**src/rtl/bus_arbiter_if.sv**
```systemverilog
// Signal bundle between the two bus masters, the arbiter and the system bus.
// The arbiter takes the slave view; the masters/bus side takes the master view.
interface bus_arbiter_if;
  logic        m0Req;
  logic        m0Write;
  logic [31:0] m0Address;
  logic [31:0] m0DataOut;
  logic [31:0] m0DataIn;
  logic        m0Done;

  logic        m1Req;
  logic        m1Write;
  logic [31:0] m1Address;
  logic [31:0] m1DataOut;
  logic [31:0] m1DataIn;
  logic        m1Done;

  logic [31:0] busAddress;
  logic [31:0] busDataOut;
  logic        busWriteEnable;
  logic [31:0] busDataIn;

  logic        busy;
  logic        grantId;

  modport slave (
    input  m0Req, m0Write, m0Address, m0DataOut,
    input  m1Req, m1Write, m1Address, m1DataOut,
    input  busDataIn,
    output m0DataIn, m0Done, m1DataIn, m1Done,
    output busAddress, busDataOut, busWriteEnable,
    output busy, grantId
  );

  modport master (
    output m0Req, m0Write, m0Address, m0DataOut,
    output m1Req, m1Write, m1Address, m1DataOut,
    output busDataIn,
    input  m0DataIn, m0Done, m1DataIn, m1Done,
    input  busAddress, busDataOut, busWriteEnable,
    input  busy, grantId
  );
endinterface

```
**src/rtl/bus_arbiter.sv**
```systemverilog
// Two-master round-robin arbiter that owns the system bus for MEM_LATENCY
// cycles per transaction and returns read data plus a one-cycle done pulse.
module bus_arbiter #(
  parameter int unsigned MEM_LATENCY = 1
) (
  input  logic clk,
  input  logic reset,
  bus_arbiter_if.slave bus
);

  typedef enum logic [1:0] {
    IDLE   = 2'd0,
    ACCESS = 2'd1,
    DONE   = 2'd2
  } state_t;

  localparam logic [3:0] CNT_INIT = 4'(MEM_LATENCY - 1);

  state_t      state_q, state_d;
  logic [3:0]  cnt_q, cnt_d;
  logic        last_grant_q, last_grant_d;
  logic        grant_id_q, grant_id_d;
  logic [31:0] addr_q, addr_d;
  logic [31:0] wdata_q, wdata_d;
  logic        we_q, we_d;
  logic [31:0] m0_din_q, m0_din_d;
  logic [31:0] m1_din_q, m1_din_d;
  logic        m0_done_q, m0_done_d;
  logic        m1_done_q, m1_done_d;
  logic        busy_q, busy_d;
  logic        sel;

  // NOTE: every signal written here gets its hold value first, so no path
  // through the case statement can leave one unassigned and infer a latch.
  always_comb begin
    state_d      = state_q;
    cnt_d        = cnt_q;
    last_grant_d = last_grant_q;
    grant_id_d   = grant_id_q;
    addr_d       = addr_q;
    wdata_d      = wdata_q;
    we_d         = we_q;
    m0_din_d     = m0_din_q;
    m1_din_d     = m1_din_q;
    m0_done_d    = 1'b0;
    m1_done_d    = 1'b0;
    sel          = 1'b0;

    case (state_q)
      IDLE: begin
        if (bus.m0Req || bus.m1Req) begin
          // On a tie the master that did not own the bus last time wins.
          sel          = (bus.m0Req && bus.m1Req) ? ~last_grant_q : bus.m1Req;
          addr_d       = sel ? bus.m1Address : bus.m0Address;
          wdata_d      = sel ? bus.m1DataOut : bus.m0DataOut;
          we_d         = sel ? bus.m1Write   : bus.m0Write;
          grant_id_d   = sel;
          last_grant_d = sel;
          cnt_d        = CNT_INIT;
          state_d      = ACCESS;
        end
      end
      ACCESS: begin
        if (cnt_q == 4'd0) begin
          if (!we_q) begin
            if (grant_id_q) m1_din_d = bus.busDataIn;
            else            m0_din_d = bus.busDataIn;
          end
          m0_done_d = ~grant_id_q;
          m1_done_d = grant_id_q;
          we_d      = 1'b0;
          state_d   = DONE;
        end else begin
          cnt_d = cnt_q - 4'd1;
        end
      end
      DONE:    state_d = IDLE;
      default: state_d = IDLE;
    endcase

    busy_d = (state_d != IDLE);
  end

  // NOTE: state registers use non-blocking assignments so every flop samples
  // the pre-edge values regardless of statement order.
  always_ff @(posedge clk or posedge reset) begin
    if (reset) begin
      state_q      <= IDLE;
      cnt_q        <= 4'd0;
      last_grant_q <= 1'b1;
      grant_id_q   <= 1'b0;
      addr_q       <= 32'd0;
      wdata_q      <= 32'd0;
      we_q         <= 1'b0;
      m0_din_q     <= 32'd0;
      m1_din_q     <= 32'd0;
      m0_done_q    <= 1'b0;
      m1_done_q    <= 1'b0;
      busy_q       <= 1'b0;
    end else begin
      state_q      <= state_d;
      cnt_q        <= cnt_d;
      last_grant_q <= last_grant_d;
      grant_id_q   <= grant_id_d;
      addr_q       <= addr_d;
      wdata_q      <= wdata_d;
      we_q         <= we_d;
      m0_din_q     <= m0_din_d;
      m1_din_q     <= m1_din_d;
      m0_done_q    <= m0_done_d;
      m1_done_q    <= m1_done_d;
      busy_q       <= busy_d;
    end
  end

  assign bus.busAddress     = addr_q;
  assign bus.busDataOut     = wdata_q;
  assign bus.busWriteEnable = we_q;
  assign bus.m0DataIn       = m0_din_q;
  assign bus.m1DataIn       = m1_din_q;
  assign bus.m0Done         = m0_done_q;
  assign bus.m1Done         = m1_done_q;
  assign bus.busy           = busy_q;
  assign bus.grantId        = grant_id_q;

endmodule

```
**src/flat_wrapper.sv**
```systemverilog
// flat-port wrapper written by rule: the top's interface ports become plain ports
module bus_arbiter_flat 
#(
  parameter int unsigned MEM_LATENCY = 1
)
  (clk, reset, bus_m0Req, bus_m0Write, bus_m0Address, bus_m0DataOut, bus_m1Req, bus_m1Write, bus_m1Address, bus_m1DataOut, bus_busDataIn, bus_m0DataIn, bus_m0Done, bus_m1DataIn, bus_m1Done, bus_busAddress, bus_busDataOut, bus_busWriteEnable, bus_busy, bus_grantId);
  bus_arbiter_if bus_i ();
  input  logic clk;
  input  logic reset;
  input wire logic [$bits(bus_i.m0Req)-1:0] bus_m0Req;
  input wire logic [$bits(bus_i.m0Write)-1:0] bus_m0Write;
  input wire logic [$bits(bus_i.m0Address)-1:0] bus_m0Address;
  input wire logic [$bits(bus_i.m0DataOut)-1:0] bus_m0DataOut;
  input wire logic [$bits(bus_i.m1Req)-1:0] bus_m1Req;
  input wire logic [$bits(bus_i.m1Write)-1:0] bus_m1Write;
  input wire logic [$bits(bus_i.m1Address)-1:0] bus_m1Address;
  input wire logic [$bits(bus_i.m1DataOut)-1:0] bus_m1DataOut;
  input wire logic [$bits(bus_i.busDataIn)-1:0] bus_busDataIn;
  output wire logic [$bits(bus_i.m0DataIn)-1:0] bus_m0DataIn;
  output wire logic [$bits(bus_i.m0Done)-1:0] bus_m0Done;
  output wire logic [$bits(bus_i.m1DataIn)-1:0] bus_m1DataIn;
  output wire logic [$bits(bus_i.m1Done)-1:0] bus_m1Done;
  output wire logic [$bits(bus_i.busAddress)-1:0] bus_busAddress;
  output wire logic [$bits(bus_i.busDataOut)-1:0] bus_busDataOut;
  output wire logic [$bits(bus_i.busWriteEnable)-1:0] bus_busWriteEnable;
  output wire logic [$bits(bus_i.busy)-1:0] bus_busy;
  output wire logic [$bits(bus_i.grantId)-1:0] bus_grantId;
  assign bus_i.m0Req = bus_m0Req;
  assign bus_i.m0Write = bus_m0Write;
  assign bus_i.m0Address = bus_m0Address;
  assign bus_i.m0DataOut = bus_m0DataOut;
  assign bus_i.m1Req = bus_m1Req;
  assign bus_i.m1Write = bus_m1Write;
  assign bus_i.m1Address = bus_m1Address;
  assign bus_i.m1DataOut = bus_m1DataOut;
  assign bus_i.busDataIn = bus_busDataIn;
  assign bus_m0DataIn = bus_i.m0DataIn;
  assign bus_m0Done = bus_i.m0Done;
  assign bus_m1DataIn = bus_i.m1DataIn;
  assign bus_m1Done = bus_i.m1Done;
  assign bus_busAddress = bus_i.busAddress;
  assign bus_busDataOut = bus_i.busDataOut;
  assign bus_busWriteEnable = bus_i.busWriteEnable;
  assign bus_busy = bus_i.busy;
  assign bus_grantId = bus_i.grantId;
  bus_arbiter #(.MEM_LATENCY(MEM_LATENCY)) u_core (.clk(clk), .reset(reset), .bus(bus_i));
endmodule
```
**config.mk**
```make
export PLATFORM = sky130hd
export DESIGN_NAME = bus_arbiter_flat
export DESIGN_NICKNAME = d
export VERILOG_FILES = /design/src/rtl/bus_arbiter_if.sv /design/src/rtl/bus_arbiter.sv /design/src/flat_wrapper.sv
export SDC_FILE = /design/constraint.sdc
export NUM_CORES = 1
export LEC_CHECK = 0
export BUFFER_PORTS_ARGS = -buffer_cell sky130_fd_sc_hd__buf_4
export CAP_MARGIN = 20
export CELL_PAD_IN_SITES_DETAIL_PLACEMENT = 1
export CELL_PAD_IN_SITES_GLOBAL_PLACEMENT = 1
export CORE_ASPECT_RATIO = 0.6
export CORE_UTILIZATION = 36
export CTS_CLUSTER_DIAMETER = 120
export DETAILED_ROUTE_END_ITERATION = 8
export HOLD_SLACK_MARGIN = 0.08
export PLACE_DENSITY = 0.91
export SLEW_MARGIN = 20
export SYNTH_ARGS = -nofsm -noshare
export SYNTH_HDL_FRONTEND = slang
export SYNTH_SLANG_ARGS = --single-unit
```
**constraint.sdc**
```tcl
create_clock -name clk -period 4.7 [get_ports clk]
set_input_delay 0 -clock clk [delete_from_list [all_inputs] [get_ports clk]]
set_output_delay 0 -clock clk [all_outputs]
set_load 0.01 [all_outputs]
```
== Yosys cells after proc, flatten, opt, wreduce, memory -nomap -nowiden ==
Index checks and enable logic that the tools add are counted.

* Flip-flop bits (word level): 140
* Output and inout port bits: 133
* Input port bits: 166
* Word-level logic and storage cells: 48

* Equal/unequal tests: 4
* Reduce and logical (&&, ||, !) cells: 11
* Bitwise logic cells: 3
* Multiplexer cells: 17
* $add $sub $neg: 1

{| class="wikitable"
|+ Operators with widths
! kind !! number
|-
| 32-bit 2-to-1 mux || 2
|-
| 1-bit 2-to-1 mux || 8
|-
| 4-bit 2-to-1 mux || 2
|-
| 4-bit one-hot mux with 2 select lines || 1
|-
| 4-bit AND reduction || 2
|-
| 3-bit AND reduction || 2
|-
| 4-bit logical NOT || 1
|-
| 2-bit 2-to-1 mux || 2
|-
| 2-bit by 1-bit inequality test with 1-bit output (second input constant) || 2
|-
| 2-bit one-hot mux with 2 select lines || 1
|-
| 2-bit nonzero test || 2
|-
| 4-bit by 1-bit subtractor with 4-bit output (second input constant) || 1
|-
| 1-bit NOT || 3
|-
| 2-bit by 1-bit equality test with 1-bit output (second input constant) || 1
|-
| 2-bit logical NOT || 1
|-
| 2-bit inequality test (second input constant) || 1
|-
| 1-bit one-hot mux with 2 select lines || 1
|-
| 2-bit AND reduction || 1
|-
| 1-bit logical AND || 1
|-
| 1-bit logical OR || 1
|}

== Longest topological paths before layout ==
* Depth in word-level cells: 5
* Mapped depth: 7
* Mapped depth without buffers: 5

== Worst setup path after synthesis ==
No wires, ideal clock.

* Path type: reg2reg
* From: reg u_core.cnt_q[0]
* To: reg u_core.m0_din_q[0], in the netlist u_core.bus.m0DataIn[0]
* Path slack: 2604 ps
* Clock period less this slack: 2096 ps
* Arrival: 1971 ps
* Buffers on the path: 2
* Library setup time: 125 ps
* Stages on the path, launching flop included: 8
* Data required time: 4575 ps
* Path through: dfrtp_1 -> inv_1 -> ha_1 -> or3b_4 -> or4_1 -> buf_6 -> buf_12 -> mux2_4

* Longest elaborated chain between the ends: 2

{| class="wikitable"
|+ Ends and longest elaborated chain
! element !! line !! text
|-
| start, declared || bus_arbiter.sv:20 || <nowiki>logic [3:0] cnt_q, cnt_d;</nowiki>
|-
| start signal, assigned || bus_arbiter.sv:102 || <nowiki>cnt_q <= cnt_d;</nowiki>
|-
| 4-bit logical NOT || bus_arbiter.sv:64 || <nowiki>if (cnt_q == 4'd0) begin</nowiki>
|-
| 4-bit AND reduction (no line) || n/a ||
|-
| end signal, assigned || bus_arbiter.sv:108 || <nowiki>m0_din_q <= m0_din_d;</nowiki>
|-
| end, declared || bus_arbiter.sv:26 || <nowiki>logic [31:0] m0_din_q, m0_din_d;</nowiki>
|}

Every way passes these cells.
A chain may end at the register's enable or synchronous reset.

== Worst setup path after layout ==
* From: reg u_core.last_grant_q
* To: reg u_core.we_q, in the netlist u_core.bus.busWriteEnable

* Longest elaborated chain between the ends: 5

{| class="wikitable"
|+ Ends and longest elaborated chain
! element !! line !! text
|-
| start, declared || bus_arbiter.sv:21 || <nowiki>logic last_grant_q, last_grant_d;</nowiki>
|-
| start signal, assigned || bus_arbiter.sv:103 || <nowiki>last_grant_q <= last_grant_d;</nowiki>
|-
| 1-bit NOT || bus_arbiter.sv:53 || <nowiki>sel = (bus.m0Req && bus.m1Req) ? ~last_grant_q : bus.m1Req;</nowiki>
|-
| 1-bit 2-to-1 mux || bus_arbiter.sv:53 ||
|-
| 1-bit 2-to-1 mux || bus_arbiter.sv:56 || <nowiki>we_d = sel ? bus.m1Write : bus.m0Write;</nowiki>
|-
| 1-bit 2-to-1 mux || bus_arbiter.sv:51 || <nowiki>if (bus.m0Req || bus.m1Req) begin</nowiki>
|-
| 1-bit one-hot mux with 2 select lines || bus_arbiter.sv:49 || <nowiki>case (state_q)</nowiki>
|-
| end signal, assigned || bus_arbiter.sv:107 || <nowiki>we_q <= we_d;</nowiki>
|-
| end, declared || bus_arbiter.sv:25 || <nowiki>logic we_q, we_d;</nowiki>
|}

Every way passes these cells. The select of a mux whose other input is x is not followed.

==> results.ini <==
[timing]
fin_crit_sh = 0.639
rsz0062_at_grt = false
whs_ps = 330
hold_viol_final = 0
fmax_mhz = 333
min_period_ps = 3000
fin_tns_setup_ps = 0
worst_pin_slew_ps = 1130
relSlewSlack = 0.244
slew_viol_final = 0
clock_skew_ps = 13.4
setup_violations = 0

[global_routing]
grt_max_degree = 93
grt_use_total = 0.280
grt_pass1_vias = 6265
antenna_found_initial = 0
grt_overflow = 0
grt_pass1_wl_um = 37100

[floorplan]
dieArea_um2 = 17700
die_y_um = 104
core_area_um2 = 16500
num_rows = 36
die_x_um = 171
io_pins = 299
start_util = 0.375

[clock_network]
cts.clk_slew.worst_paths_ps = 70
tritoncts = done
cts_buffer_depth = 2
cts.sinks = 140
cts_root_buf = clkbuf_16
post_cts_buffers = 0
post_cts_resized = 0
cts_buffers = 17
insertion_delay_ps = 420
htreeDepth = 4

[yosys]
synth_ff_type = dfrtp_1
yosys_register_bits = 140
yosysMostFrequentCell = mux2_2
yosysTopAreaCell = dfrtp_1
ys_warn_count = 0
syn_nets = 560
ys_seq_area_frac = 0.567
syn_area_um2 = 6180
synth-edff-count = 0
ys_top_cells_by_count = mux2_2 (162), dfrtp_1 (139), mux2_4 (30)
synth.avg_cell_area_um2 = 15.8
synth_top_area_frac = 0.563
ys_top_cells_by_area = dfrtp_1 (56%), mux2_2 (30%), mux2_4 (7.3%)
async_reset_ff_frac = 1.00
syn_inst = 392
ys_types = 32

[hold_path]
hp-class = in -> async

[final_layout]
final_core_util = 0.658
fin_nets = 1027
instances_no_fill = 1100
syn_to_final_growth_pct = 75.4
antennaDiodeCount = 0
final_layout_size_suffix_gt1_frac = 0.611

[status]
outcome = complete, no violations

[detailed_routing]
final_antenna_net_count = 0
initialDrtViolationCount = 153
vias = 5238
vias_per_cell = 4.76
dr.pass1.iters = 4
drc = 0
wirelength_um = 24000
routedWlPerCell_um = 21.9

[worst_setup_path]
crit_start = u_core.last_grant_q
crit_required_ps = 4990
start_kind = flip-flop
worstSetupEndpointType = flip-flop
setup.worst_path.class = reg -> reg
r2r-start = u_core.last_grant_q
r2r_end = u_core.bus.busWriteEnable
cp_max_fo = 64
worstPathArrival_ps = 3300
critPathCapture = u_core.bus.busWriteEnable
r2r_slack_ps = 1700
r2r_cells = 6

[placement]
gp_congestion = 0.774
place_inst = 901
portBuffers = 298
post-dp-hpwl_um = 13700

[power]
ir_drop_mv = 0.297
finalPower_uw = 6600
p_per_area_nw_per_um2 = 609
p_leak_uw = 0.00507

[job]
maxCapViolCount = 0

[worst min-delay path by stage]
stage,start,to,slack (ps)
floorplan,bus_m0Req,u_core.last_grant_q,60
global placement,bus_m0Req,u_core.last_grant_q,190
detailed placement,bus_m0Req,u_core.last_grant_q,210
CTS,reset,u_core.bus.m0DataIn[29],330
global route,bus_busDataIn[19],u_core.bus.m0DataIn[19],370
finish,reset,u_core.bus.m1DataIn[30],330
[placed cells by master (no fill, tap or decap), drive strengths merged]
master	instances
a21boi	1
a21oi	1
a22o	1
a31oi	1
and3	1
buf	302
clkbuf	18
clkinv	2
clkinvlp	4
dfrtp	139
dfstp	1
dlygate4sd3	167
ha	2
inv	12
mux2	192
mux2i	2
nand2	2
nand2b	1
nand4b	1
nor2	4
nor2b	1
nor3	2
nor3b	1
o211ai	1
o21ai	4
o221ai	1
o22ai	3
or2	1
or3b	1
or4	1
xnor2	2
[stage by stage]
stage | area [um^2] | worst slack [ps]
3_3_place_gp | 8610 | 2040
5_1_grt | 10800 | 1560
6_report | 10800 | 1700
3_5_place_dp | 8610 | 1860
2_1_floorplan | 6180 | 949
4_1_cts | 10800 | 1690
[layout make-up]
class,count,area (um^2)
clock buffers,18,439
clock inverters,14,125
fillers,1618,5640
inverters,4,20.0
multi-input cells,227,2530
flip-flops and latches,140,3500
well taps,228,285
repair buffers,469,3940
[where the power goes]
part           internal (uW)  total [uW]  switching, uW  leakage [uW]
Sequential              1820        2240            419       0.00165
Combinational           1800        3070           1270       0.00316
Clock                    710        1290            585      0.000266
Total                   4330        6600           2270       0.00507
[kinds of logic (layout without fill, tap and decap cells)]
group / after synthesis / after routing / synth area share
simple gates: 16 / 16 / 0.0154
buf+inv: 25 / 505 / 0.0265
fa+ha+maj: 2 / 2 / 0.00405
compound gates: 13 / 13 / 0.0134
xor+xnor: 2 / 2 / 0.00283
mux: 194 / 194 / 0.371
flops: 140 / 140 / 0.567
[state kept, by name, summed over array words and instances (netlist names), 2 cells and up]
signal and count:
u_core.bus.busAddress 32, u_core.bus.m1DataIn 32, u_core.cnt_q 4, u_core.bus.m0DataIn 32, u_core.state_q 2, u_core.bus.busDataOut 32
[metal layers]
| metal | up-vias | part of all wire | global-route usage |
|---|---|---|---|
| li1 | 2349 | - | - |
| met1 | 2643 | 0.37 | 0.304 |
| met2 | 199 | 0.54 | 0.518 |
| met3 | 47 | 0.055 | 0.0661 |
| met4 | 0 | 0.027 | 0.111 |
| met5 | - | 0 | 0 |
[worst max-delay path, cell delays in order (launching register included)]
cell and delay (ps):
dfstp_2 390, a21boi_4 220, buf_4 710, mux2i_1 280, dlygate4sd3_1 590, o22ai_1 80, dlygate4sd3_1 590
[repair_timing]
item	CTS	global route
hold endpoints to repair	222	0
setup endpoints to repair	0	0
hold buffers	167	0
(Power assumes the default switching activity.)
